## src/rtl/systolic_west_skew_feeder.sv

```systemverilog
// West-edge activation feeder for the int8 systolic array: small input FIFO,
// per-lane diagonal skew, and a tile FSM that pulses o_done once the last vector has fully entered.
module systolic_west_skew_feeder #(
  parameter int unsigned ROWS  = 4,
  parameter int unsigned DW    = 8,
  parameter int unsigned DEPTH = 4
) (
  input  logic               clk,
  input  logic               reset,
  input  logic               i_valid,
  output logic               o_ready,
  input  logic [ROWS*DW-1:0] i_data,
  input  logic               i_last,
  output logic [ROWS*DW-1:0] o_west,
  output logic [ROWS-1:0]    o_vld,
  output logic               o_busy,
  output logic               o_done
);

  localparam int unsigned AW = $clog2(DEPTH);
  localparam int unsigned CW = (ROWS > 1) ? $clog2(ROWS) : 1;
  localparam logic [AW:0] FULL_CNT = (AW+1)'(DEPTH);

  typedef enum logic [1:0] {IDLE, STREAM, FLUSH, DRAIN} state_e;

  logic [ROWS*DW-1:0] mem_q [DEPTH];
  logic [DEPTH-1:0]   last_q;
  logic [AW-1:0]      wr_q, rd_q;
  logic [AW:0]        fill_q, fill_d;
  state_e             state_q;
  logic [CW-1:0]      drain_q;
  logic               done_q;

  logic accept, pop, pop_last, full;

  assign full     = (fill_q == FULL_CNT);
  assign o_ready  = !full && (state_q == IDLE || state_q == STREAM);
  assign accept   = i_valid && o_ready;
  assign pop      = (fill_q != '0);
  assign pop_last = pop && last_q[rd_q];
  assign o_busy   = (state_q != IDLE);
  assign o_done   = done_q;

  always_ff @(posedge clk) begin
    if (accept) begin
      mem_q[wr_q]  <= i_data;
      last_q[wr_q] <= i_last;
    end
  end

  always_comb begin
    fill_d = fill_q;
    case ({accept, pop})
      2'b10:   fill_d = fill_q + 1'b1;
      2'b01:   fill_d = fill_q - 1'b1;
      default: fill_d = fill_q;
    endcase
  end

  always_ff @(posedge clk or negedge reset) begin
    if (!reset) begin
      wr_q   <= '0;
      rd_q   <= '0;
      fill_q <= '0;
    end else begin
      if (accept) wr_q <= wr_q + 1'b1;
      if (pop)    rd_q <= rd_q + 1'b1;
      fill_q <= fill_d;
    end
  end

  // Lane r: one input stage fed by the FIFO head plus r delay registers.
  for (genvar r = 0; r < ROWS; r++) begin : g_lane
    logic [r:0][DW-1:0] d_q;
    logic [r:0]         v_q;

    always_ff @(posedge clk or negedge reset) begin
      if (!reset) begin
        d_q <= '0;
        v_q <= '0;
      end else begin
        d_q[0] <= pop ? mem_q[rd_q][r*DW +: DW] : '0;
        v_q[0] <= pop;
        for (int unsigned k = 1; k <= r; k++) begin
          d_q[k] <= d_q[k-1];
          v_q[k] <= v_q[k-1];
        end
      end
    end

    assign o_west[r*DW +: DW] = v_q[r] ? d_q[r] : '0;
    assign o_vld[r]           = v_q[r];
  end

  // DRAIN leaves when the counter would reach zero, giving IDLE at edge p+ROWS-1.
  always_ff @(posedge clk or negedge reset) begin
    if (!reset) begin
      state_q <= IDLE;
      drain_q <= '0;
      done_q  <= 1'b0;
    end else begin
      done_q <= 1'b0;
      case (state_q)
        IDLE: begin
          if (accept) state_q <= i_last ? FLUSH : STREAM;
        end
        STREAM: begin
          if (accept && i_last) state_q <= FLUSH;
        end
        FLUSH: begin
          if (pop_last) begin
            if (ROWS == 1) begin
              state_q <= IDLE;
              done_q  <= 1'b1;
            end else begin
              state_q <= DRAIN;
              drain_q <= CW'(ROWS - 1);
            end
          end
        end
        DRAIN: begin
          drain_q <= drain_q - 1'b1;
          if (drain_q == CW'(1)) begin
            state_q <= IDLE;
            done_q  <= 1'b1;
          end
        end
        default: state_q <= IDLE;
      endcase
    end
  end

endmodule
```

## config.mk

```make
export PLATFORM = sky130hd
export DESIGN_NAME = systolic_west_skew_feeder
export DESIGN_NICKNAME = d
export VERILOG_FILES = /design/src/rtl/systolic_west_skew_feeder.sv
export SDC_FILE = /design/constraint.sdc
export NUM_CORES = 1
export LEC_CHECK = 0
export CAP_MARGIN = 30
export CORE_ASPECT_RATIO = 0.7
export CORE_MARGIN = 2
export CORE_UTILIZATION = 51
export CTS_BUF_LIST = sky130_fd_sc_hd__clkbuf_16
export CTS_CLUSTER_SIZE = 25
export DETAILED_ROUTE_END_ITERATION = 10
export GPL_ROUTABILITY_DRIVEN = 0
export GPL_TIMING_DRIVEN = 0
export PLACE_DENSITY = 0.75
export SYNTH_ARGS = -nofsm -noshare
export SYNTH_HDL_FRONTEND = slang
export SYNTH_SLANG_ARGS = --single-unit
```

## constraint.sdc

```tcl
create_clock -name clk -period 2.28 [get_ports clk]
set_clock_uncertainty 0.2 [all_clocks]
set_input_delay 0.456 -clock clk [delete_from_list [all_inputs] [get_ports clk]]
set_output_delay 0.456 -clock clk [all_outputs]
set_load 0.005 [all_outputs]
```

== After elaboration in Yosys (flattened, before gate mapping) ==
Memory sizes are Yosys's and may differ from the RTL's.
Index checks and enable logic that the tools add are counted.

* Bits in writable memories: 128
* Memories kept: 1
* Input port bits: 36
* Word-level logic and storage cells: 80
* Output and inout port bits: 39
* Bits in registers: 106

* Equal/unequal tests: 11
* Magnitude comparators: 3
* Reductions and logical operators: 14
* Mux-type cells: 25
* Add/subtract/negate cells: 5

{| class="wikitable"
|+ Memories
! name !! words !! bits a word !! rd ports !! clocked after Yosys merged registers in !! write ports !! RTL line !! text
|-
| mem_q || 4 || 32 || 1 || 0 || 1 || 26 || <nowiki>logic [ROWS*DW-1:0] mem_q [DEPTH];</nowiki>
|}

{| class="wikitable"
|+ Operators by type and width
! operator !! count
|-
| $mux W8 || 8
|-
| $mux W2 || 5
|-
| $pmux W2 S4 || 1
|-
| $eq A2 B1 Y1 const B || 3
|-
| $eq A2 B2 Y1 const B || 3
|-
| $lt A2 B3 Y1 const B || 2
|-
| $mux W1 || 6
|-
| $ne A2 B2 Y1 const B || 3
|-
| $pmux W3 S2 || 1
|-
| $reduce_bool A2 Y1 || 3
|-
| $logic_and A1 B1 Y1 || 5
|-
| $add A2 B1 Y2 const B || 2
|-
| $bwmux W4 || 1
|-
| $pmux W2 S2 || 1
|-
| $reduce_and A4 Y1 || 1
|-
| $add A3 B1 Y3 const B || 1
|-
| $eq A3 B3 Y1 const B || 1
|-
| $reduce_bool A3 Y1 || 1
|-
| $sub A3 B1 Y3 const B || 1
|-
| $bmux W1 S2 || 1
|-
| $demux W1 S2 || 1
|-
| $ge A2 B1 Y1 const B || 1
|-
| $logic_not A2 Y1 || 1
|-
| $ne A2 B1 Y1 const B || 1
|-
| 4 further kinds || 4
|}

== Depth between registers and ports, before layout ==
Gate-level depths: netlist (run 1).

* Word-level depth: 7
* Mapped depth: 12
* Gate-level depth less buffers: 12

== Least setup slack after synthesis (run 1) ==
No wires, ideal clock.

* Path kind: reg2reg
* From: register state_q[0]
* To: register last_q[0], enable pin
* Period minus slack after synthesis: 2.394 ns
* Arrival time: 1.800 ns
* Library setup time: 0.393 ns
* Slack: -0.114 ns
* Data required time: 1.687 ns
* Buffers on the path: 0
* Cell stages (with the launch flop): 6
* Path through: dfrtp_1 -> inv_1 -> ha_1 -> nor2_1 -> a31oi_4 -> and3_1

* Longest elaborated chain between the ends: 4
* Elaborated cells between the ends (all ways): 5
* Those cells by class: eq/ne (1); reduce/logical (4)

{| class="wikitable"
|+ Ends and longest elaborated chain
! element !! RTL line !! text
|-
| from (decl) || 30 || <nowiki>state_e state_q;</nowiki>
|-
| from (signal assigned) || 105 || <nowiki>if (accept) state_q <= i_last ? FLUSH : STREAM;</nowiki>
|-
| $eq A2 B1 Y1 / $logic_not A2 Y1 (equally long branches) || 37 || <nowiki>assign o_ready = !full && (state_q == IDLE || state_q == STREAM);</nowiki>
|-
| $logic_or A1 B1 Y1 * || 37 ||
|-
| $logic_and A1 B1 Y1 * || 37 ||
|-
| named net o_ready || 11 || <nowiki>output logic o_ready,</nowiki>
|-
| $logic_and A1 B1 Y1 * || 38 || <nowiki>assign accept = i_valid && o_ready;</nowiki>
|-
| to (signal, indexed assignment) || 47 || <nowiki>last_q[wr_q] <= i_last;</nowiki>
|-
| to (decl) || 27 || <nowiki>logic [DEPTH-1:0] last_q;</nowiki>
|}

The timed path passes the listed nets; every way through them passes the cells marked *.
A chain may end at the register's enable or synchronous reset.

== Final worst setup path (run 1) ==
* From: register state_q[0]
* To: register fill_q[2]

* Longest elaborated chain between the ends: 6
* Elaborated cells between the ends (all ways): 9
* Those cells by class: eq/ne (3); mux (1); reduce/logical (5)

{| class="wikitable"
|+ Ends and longest elaborated chain
! element !! RTL line !! text
|-
| $eq A2 B1 Y1 / $logic_not A2 Y1 (equally long branches) || 37 ||
|-
| $logic_or A1 B1 Y1 * || 37 ||
|-
| $logic_and A1 B1 Y1 * || 37 ||
|-
| $logic_and A1 B1 Y1 * || 38 ||
|-
| $eq A2 B1 Y1 / $eq A2 B2 Y1 (equally long branches) || 53 || <nowiki>case ({accept, pop})</nowiki>
|-
| $pmux W3 S2 / $reduce_bool A2 Y1 (equally long branches) || n/a ||
|-
| to (signal assigned) || 68 || <nowiki>fill_q <= fill_d;</nowiki>
|-
| to (decl) || 29 || <nowiki>logic [AW:0] fill_q, fill_d;</nowiki>
|}

Mark *: on every way between the ends. The rest lies on a longest branch, timed or not.

==> flow_summary.toml, run 1 <==
[global_route]
grt_first_pass_wirelength_um = 22300
track_usage_pct = 17.5
grt_start_max_net_pins = 54
overflow = 0
grt_pass1_vias = 4067
antenna_found_initial = 0

[synthesis]
yosys.area_share.adder_pct = 1.92
synth.area.mux_share_pct = 10.8
synthXorXnorAreaFrac_pct = 0.642
synth_compound_area_share_pct = 0.978
synthSimpleGateAreaFrac_pct = 6.17
synth_top_area_cell = "edfxtp_1"
synth_warnings = 0
syn_nets = 451
netlist_area_um2 = 8190
ys_ff_latch = 228
syn_inst = 403
ys_seq_area_share_pct = 77.7
yosys-top-cells-area = "edfxtp_1 48%, dfrtp_1 29%, mux4_1 8.0%, and2_1 5.0%, mux4_2 1.9%"
synth_top_family_by_area = "multiplexers"
synth.distinct_cells = 32
synth.top_cell.area_share_pct = 48.4
syn_area_per_cell_um2 = 20.3

[sta]
hold_viol = 0
worst_slack_ns = -0.00146
period_needed_ns = 2.28
maxSlewViolCount = 0
fmax_mhz = 438
slew_headroom_pct = 58.0
rsz0062_at_grt = "yes"
min_period_over_period_pct = 100
setup_tns_ns = -0.00146
holdWs_ns = 0.146
setup_viol = 1
tightest_slew_ns = 0.631

[pwr]
p_int_mw = 10.1
p_comb_share_pct = 29.2
p_per_area_nw_per_um2 = 1340
switching_power_mw = 3.61
power_frac_seq_pct = 43.7
power.share.switching_pct = 26.3
finalPower_mw = 13.7
p_leak_nw = 4.06
ir_worst_vdd_uv = 721
pwr-share-clk_pct = 27.1

[layout]
nets = 570
drive_gt1_share_pct = 17.5
layout_common_cells = "132 x edfxtp_1, 92 x dfrtp_1, 64 x and2_1"
syn_to_final_growth_pct = 24.7
final.fill_count = 1059
mostFrequentLayoutCell = "edfxtp_1"

[critical_path]
critPathKind = "reg2reg"
slowest_delay_ns = 0.42
worstSetupStartpoint = "state_q[0]$_DFFE_PN0P_"
path_cells = "inv_2 > ha_4 > nor2_4 > a31oi_4 > and2_4 > inv_4 > ha_4 > inv_2 > fa_2 > xor2_1 > nor2_1 > xor2_1"
required_ns = 2.49
r2r-start = "state_q[0]$_DFFE_PN0P_"
slowest_stage = "dfrtp_1"
cp_max_fo = 5
end_kind = "register"
startpoint_type = "register"
endpoint = "fill_q[2]$_DFFE_PN0P_"
reg2regPathDepth = 12
arrival_ns = 2.49
timing.rr.end = "fill_q[2]$_DFFE_PN0P_"
ff2ff_setup_slack_ns = -0.001

[status]
status = "complete, but fails checks"
violations = "negative setup slack"

[cts]
h-tree-depth = 1
cts_sinks = 228
cts_buffer_depth = 3
clkTransAtPathRegs_ns = 0.06
cts_buffers = 21
root_buffer = "clkbuf_16"
cts_tree = "yes"
clock_latency_ns = 0.49

[place]
dp_hpwl_um = 7920
port_buffers = 74
dp_slack_ns = -0.452

[worst_hold_path]
hold_path.class = "reg2reg"

[routing]
wl_per_cell_um = 19.4
wl_um = 14300
firstDrtPassIters = 4
ant_nets = 0
drc = 0
drt_iter0_drc = 244
vias_per_cell = 5.17
num_vias = 3818

[floorplanning]
initial_core_util_pct = 52.5
core_um2 = 15600
boundaryPins = 75
die_h_um = 110
rows = 38
die-area_um2 = 17100
die_w_um = 155

[run]
cap_violations = 0
[cells by family (layout without fill, tap and decap cells)]
| family | count (synthesis) | in the layout |
|---|---|---|
| DFF | 228 | 228 |
| and+or+nand+nor | 84 | 84 |
| muxes | 39 | 39 |
| buffers and inverters | 26 | 160 |
| adders and majority gates | 12 | 12 |
| AOI/OAI and AO/OA | 8 | 8 |
| xor gates and xnor gates | 6 | 6 |
| other | 0 | 1 |
[registers in the layout, summed over array words and instances (netlist names)]
name,flops
last_q,4
state_q,2
o_done,1
fill_q,3
g_lane.d_q,80
drain_q,2
rd_q,2
mem_q,128
wr_q,2
g_lane.v_q,4
[Yosys cell counts]
| cell | instances |
|---|---|
| edfxtp_1 | 132 |
| buf_4 | 1 |
| mux4_2 | 7 |
| o22a_1 | 1 |
| nand3_1 | 3 |
| a222oi_1 | 1 |
| fa_1 | 1 |
| nor3_2 | 1 |
| buf_6 | 3 |
| mux4_1 | 25 |
| xor2_1 | 2 |
| nor2b_1 | 1 |
| a32oi_1 | 1 |
| nor2_1 | 3 |
| and2_1 | 65 |
| o21ai_0 | 2 |
| and3_1 | 4 |
| dfrtp_1 | 96 |
| ha_1 | 11 |
| mux2i_1 | 6 |
| nand2b_1 | 1 |
| nand2_1 | 5 |
| xnor2_1 | 4 |
| clkbuf_1 | 5 |
| a31oi_4 | 1 |
| inv_1 | 14 |
| or2_2 | 1 |
| buf_12 | 1 |
| o32a_1 | 1 |
| o2111a_1 | 1 |
| mux2_2 | 1 |
| buf_2 | 2 |
[routing by layer]
metal	routed length, µm	global-route usage [%]	part of all wire, %	up-vias
li1	-	-	-	1745
met2	6960	29.3	49	105
met4	227	4.26	1.6	0
met5	0	0	0	-
met3	738	3.71	5.2	19
met1	6370	24.2	45	1949
[critical path: cells and delay by family, from the launching register on]
kind,cells,cell delay [ns]
adder cells (fa/ha/maj),3,0.61
AND/OR/NAND/NOR,3,0.43
flip-flops,1,0.42
XOR/XNOR,2,0.32
buffers and inverters,3,0.16
AO/OA/AOI/OAI,1,0.06
[final cells by class]
cell class / instances / area (µm²) / area share, %
timing repair buffer: 97 / 955 / 9.35
multi-input combinational: 149 / 1750 / 17.2
antenna: 1 / 2.50 / 0.0245
sequential: 228 / 6370 / 62.4
buffer: 11 / 86.3 / 0.845
clock inverter: 17 / 210 / 2.06
clock buffer: 21 / 526 / 5.15
inverter: 14 / 58.8 / 0.576
tap: 200 / 250 / 2.45
[what timing repair did]
action	in CTS	in global routing
buffers inserted	13	8
hold endpoints to repair	43	0
hold buffers	1	0
endpoints found under the setup margin	163	14
pin swaps	5	1
resized for setup	44	14
[worst min-delay path by stage]
stage | to | from | slack [ns] | cells past startpoint
6_report | g_lane[3].d_q[19]$_DFF_PN0_ | g_lane[3].d_q[11]$_DFF_PN0_ | 0.15 | 0
5_1_grt | g_lane[1].d_q[11]$_DFF_PN0_ | g_lane[1].d_q[3]$_DFF_PN0_ | 0.15 | 0
4_1_cts | g_lane[3].d_q[19]$_DFF_PN0_ | g_lane[3].d_q[11]$_DFF_PN0_ | 0.15 | 0
3_5_place_dp | g_lane[2].d_q[21]$_DFF_PN0_ | g_lane[2].d_q[13]$_DFF_PN0_ | 0.13 | 0
3_3_place_gp | g_lane[2].d_q[22]$_DFF_PN0_ | g_lane[2].d_q[14]$_DFF_PN0_ | 0.13 | 0
2_1_floorplan | drain_q[0]$_DFFE_PN0P_ | reset | -0.04 | 0
[metrics by stage]
stage / util [%] / cell area (µm²) / std cells
6_report: 65.5 / 10200 / 738
3_3_place_gp: 59.0 / 9200 / 677
3_5_place_dp: 59.1 / 9220 / 678
5_1_grt: 65.5 / 10200 / 737
4_1_cts: 64.9 / 10100 / 729
2_1_floorplan: - / 8210 / 403
[power groups by stage]
stage               Clock, mW  Sequential (mW)  Combinational [mW]
floorplan                   0             5.93                2.29
global placement            0             6.05                3.60
detailed placement          0             6.12                3.73
CTS                      3.79             6.03                3.98
global route             3.97             6.10                4.38
finish                   3.72             5.99                4.01
(Power assumes the default switching activity.)
==> run 2: changes to the inputs <==
--- a/config.mk
+++ b/config.mk
@@ -5,8 +5,8 @@
 export SDC_FILE = /design/constraint.sdc
 export NUM_CORES = 1
 export LEC_CHECK = 0
+export ABC_CLOCK_PERIOD_IN_PS = 2280
 export CAP_MARGIN = 30
-export CORE_ASPECT_RATIO = 0.7
 export CORE_MARGIN = 2
 export CORE_UTILIZATION = 51
 export CTS_BUF_LIST = sky130_fd_sc_hd__clkbuf_16
==> flow_summary.toml, run 2 (synthesized netlist as in run 1, its figures left out) <==
[status]
status = "complete, but fails checks"
violations = "negative setup slack"

[critical_path]
reg2regPathDepth = 12
end_kind = "register"
ff2ff_setup_slack_ns = -0.009
critPathKind = "reg2reg"
cp_max_fo = 5
startpoint_type = "register"
arrival_ns = 2.51
r2r-start = "state_q[0]$_DFFE_PN0P_"
timing.rr.end = "fill_q[2]$_DFFE_PN0P_"
required_ns = 2.50
worstSetupStartpoint = "state_q[0]$_DFFE_PN0P_"

[routing]
num_vias = 3876
drc = 0
wl_per_cell_um = 19.1
vias_per_cell = 5.11
drt_iter0_drc = 250
wl_um = 14500
firstDrtPassIters = 6
ant_nets = 0

[cts]
cts_buffer_depth = 3
h-tree-depth = 1
cts_buffers = 22
cts_sinks = 228
clkTransAtPathRegs_ns = 0.06
root_buffer = "clkbuf_16"
cts_tree = "yes"
clock_latency_ns = 0.50

[place]
dp_slack_ns = -0.409
port_buffers = 74
dp_hpwl_um = 8150

[worst_hold_path]
worstHoldEndpoint = "g_lane[2].d_q[10]$_DFF_PN0_"
hold_path.class = "reg2reg"
hold_depth = 0
min_from = "g_lane[2].d_q[2]$_DFF_PN0_"

[sta]
hold_viol = 0
slew_headroom_pct = 60.5
setup_viol = 2
fmax_mhz = 437
period_needed_ns = 2.29
setup_tns_ns = -0.0106
min_period_over_period_pct = 100
tightest_slew_ns = 0.593
rsz0062_at_grt = "yes"
worst_slack_ns = -0.00936
maxSlewViolCount = 0

[floorplanning]
die_h_um = 131
die-area_um2 = 17100
core_um2 = 15800
initial_core_util_pct = 51.9
die_w_um = 131
boundaryPins = 75
rows = 46

[layout]
diodes = 0
layout_common_cells = "132 x edfxtp_1, 92 x dfrtp_1, 63 x and2_1"
syn_to_final_growth_pct = 25.8
largest_register = "mem_q"
mostFrequentLayoutCell = "edfxtp_1"
final.fill_count = 1097
multi_input_area_um2 = 1760
regArea_um2 = 6370
drive_gt1_share_pct = 18.3
largest_reg_flops = 128
reg_top3 = "mem_q: 128 flops, g_lane.d_q: 80 flops"
nets = 574

[global_route]
grt_pass1_vias = 4012
overflow = 0
antenna_found_initial = 0
track_usage_pct = 17.8
grt_first_pass_wirelength_um = 22500
grt_start_max_net_pins = 58

[run]
cap_violations = 0

[pwr]
p_per_area_nw_per_um2 = 1350
ir_worst_vdd_uv = 681
p_leak_nw = 4.10
finalPower_mw = 13.9
## run 2: changes by cell type in the layout (fill, tap and decap cells not counted), sizes merged, moves of 2 or more
| cell | delta |
|---|---|
| bufinv | -2 |
| buf | +3 |
| dlygate4sd2 | +8 |
| clkdlybuf4s50 | -7 |
| clkbuf | +5 |
## run 2: report_power, final
group          leakage, nW  switching, mW  internal (mW)
Combinational         1.37           1.83           2.26
Sequential            2.33          0.358           5.62
Clock                0.397           1.46           2.37
Total                 4.10           3.65           10.2
## run 2: cell type report
| type | count | share of cell area (%) |
|---|---|---|
| tap | 216 | 2.62 |
| clock buffer | 26 | 6.31 |
| multi-input combinational | 149 | 17.1 |
| timing repair buffer | 100 | 9.46 |
| inverter | 14 | 0.571 |
| sequential | 228 | 61.8 |
| buffer | 11 | 0.838 |
| clock inverter | 14 | 1.32 |
## run 2: worst max-delay path by stage
stage / end / slack (ns) / cells past startpoint
after floorplan: fill_q[2]$_DFFE_PN0P_ / 0.01 / 12
after global placement: g_lane[1].d_q[2]$_DFF_PN0_ / -2.88 / 1
after detailed placement: fill_q[2]$_DFFE_PN0P_ / -0.41 / 9
after CTS: mem_q[1][24]$_DFFE_PP_ / -0.09 / 5
after global routing: fill_q[2]$_DFFE_PN0P_ / -0.14 / 12
final: fill_q[2]$_DFFE_PN0P_ / -0.009 / 12
## run 2: repair_timing
action | in CTS | in global routing
hold endpoints to repair | 39 | 0
hold buffers | 1 | 0
gates resized for setup | 48 | 22
endpoints found under the setup margin | 171 | 116
pin swaps | 2 | 3
setup buffers | 18 | 6
## run 2: stage by stage
step                      hold slack [ns]  util, %  cell area [µm²]  instances
after floorplan                   -0.0396        -             8210        403
after global placement              0.132     58.5             9220        693
after detailed placement            0.135     58.6             9240        694
after CTS                           0.139     64.7            10200        752
after global routing                0.141     65.4            10300        758
final                               0.138     65.4            10300        758
## run 2: layer usage
layer  wire [µm]  GRT usage, %  vias up
met5           0             0        -
met4         202          4.63        0
met2        7720          30.7       84
li1            -             -     1753
met1        5870          23.7     2020
met3         720          3.58       19
## run 2: critical path, stage by stage (launching register included)
cell,delay [ns]
dfrtp_1,0.42
buf_6,0.14
ha_4,0.16
nor2_4,0.09
a31oi_4,0.05
and2_4,0.20
inv_4,0.05
ha_4,0.13
inv_2,0.04
fa_2,0.33
xor2_1,0.14
nor2_1,0.11
xor2_1,0.16
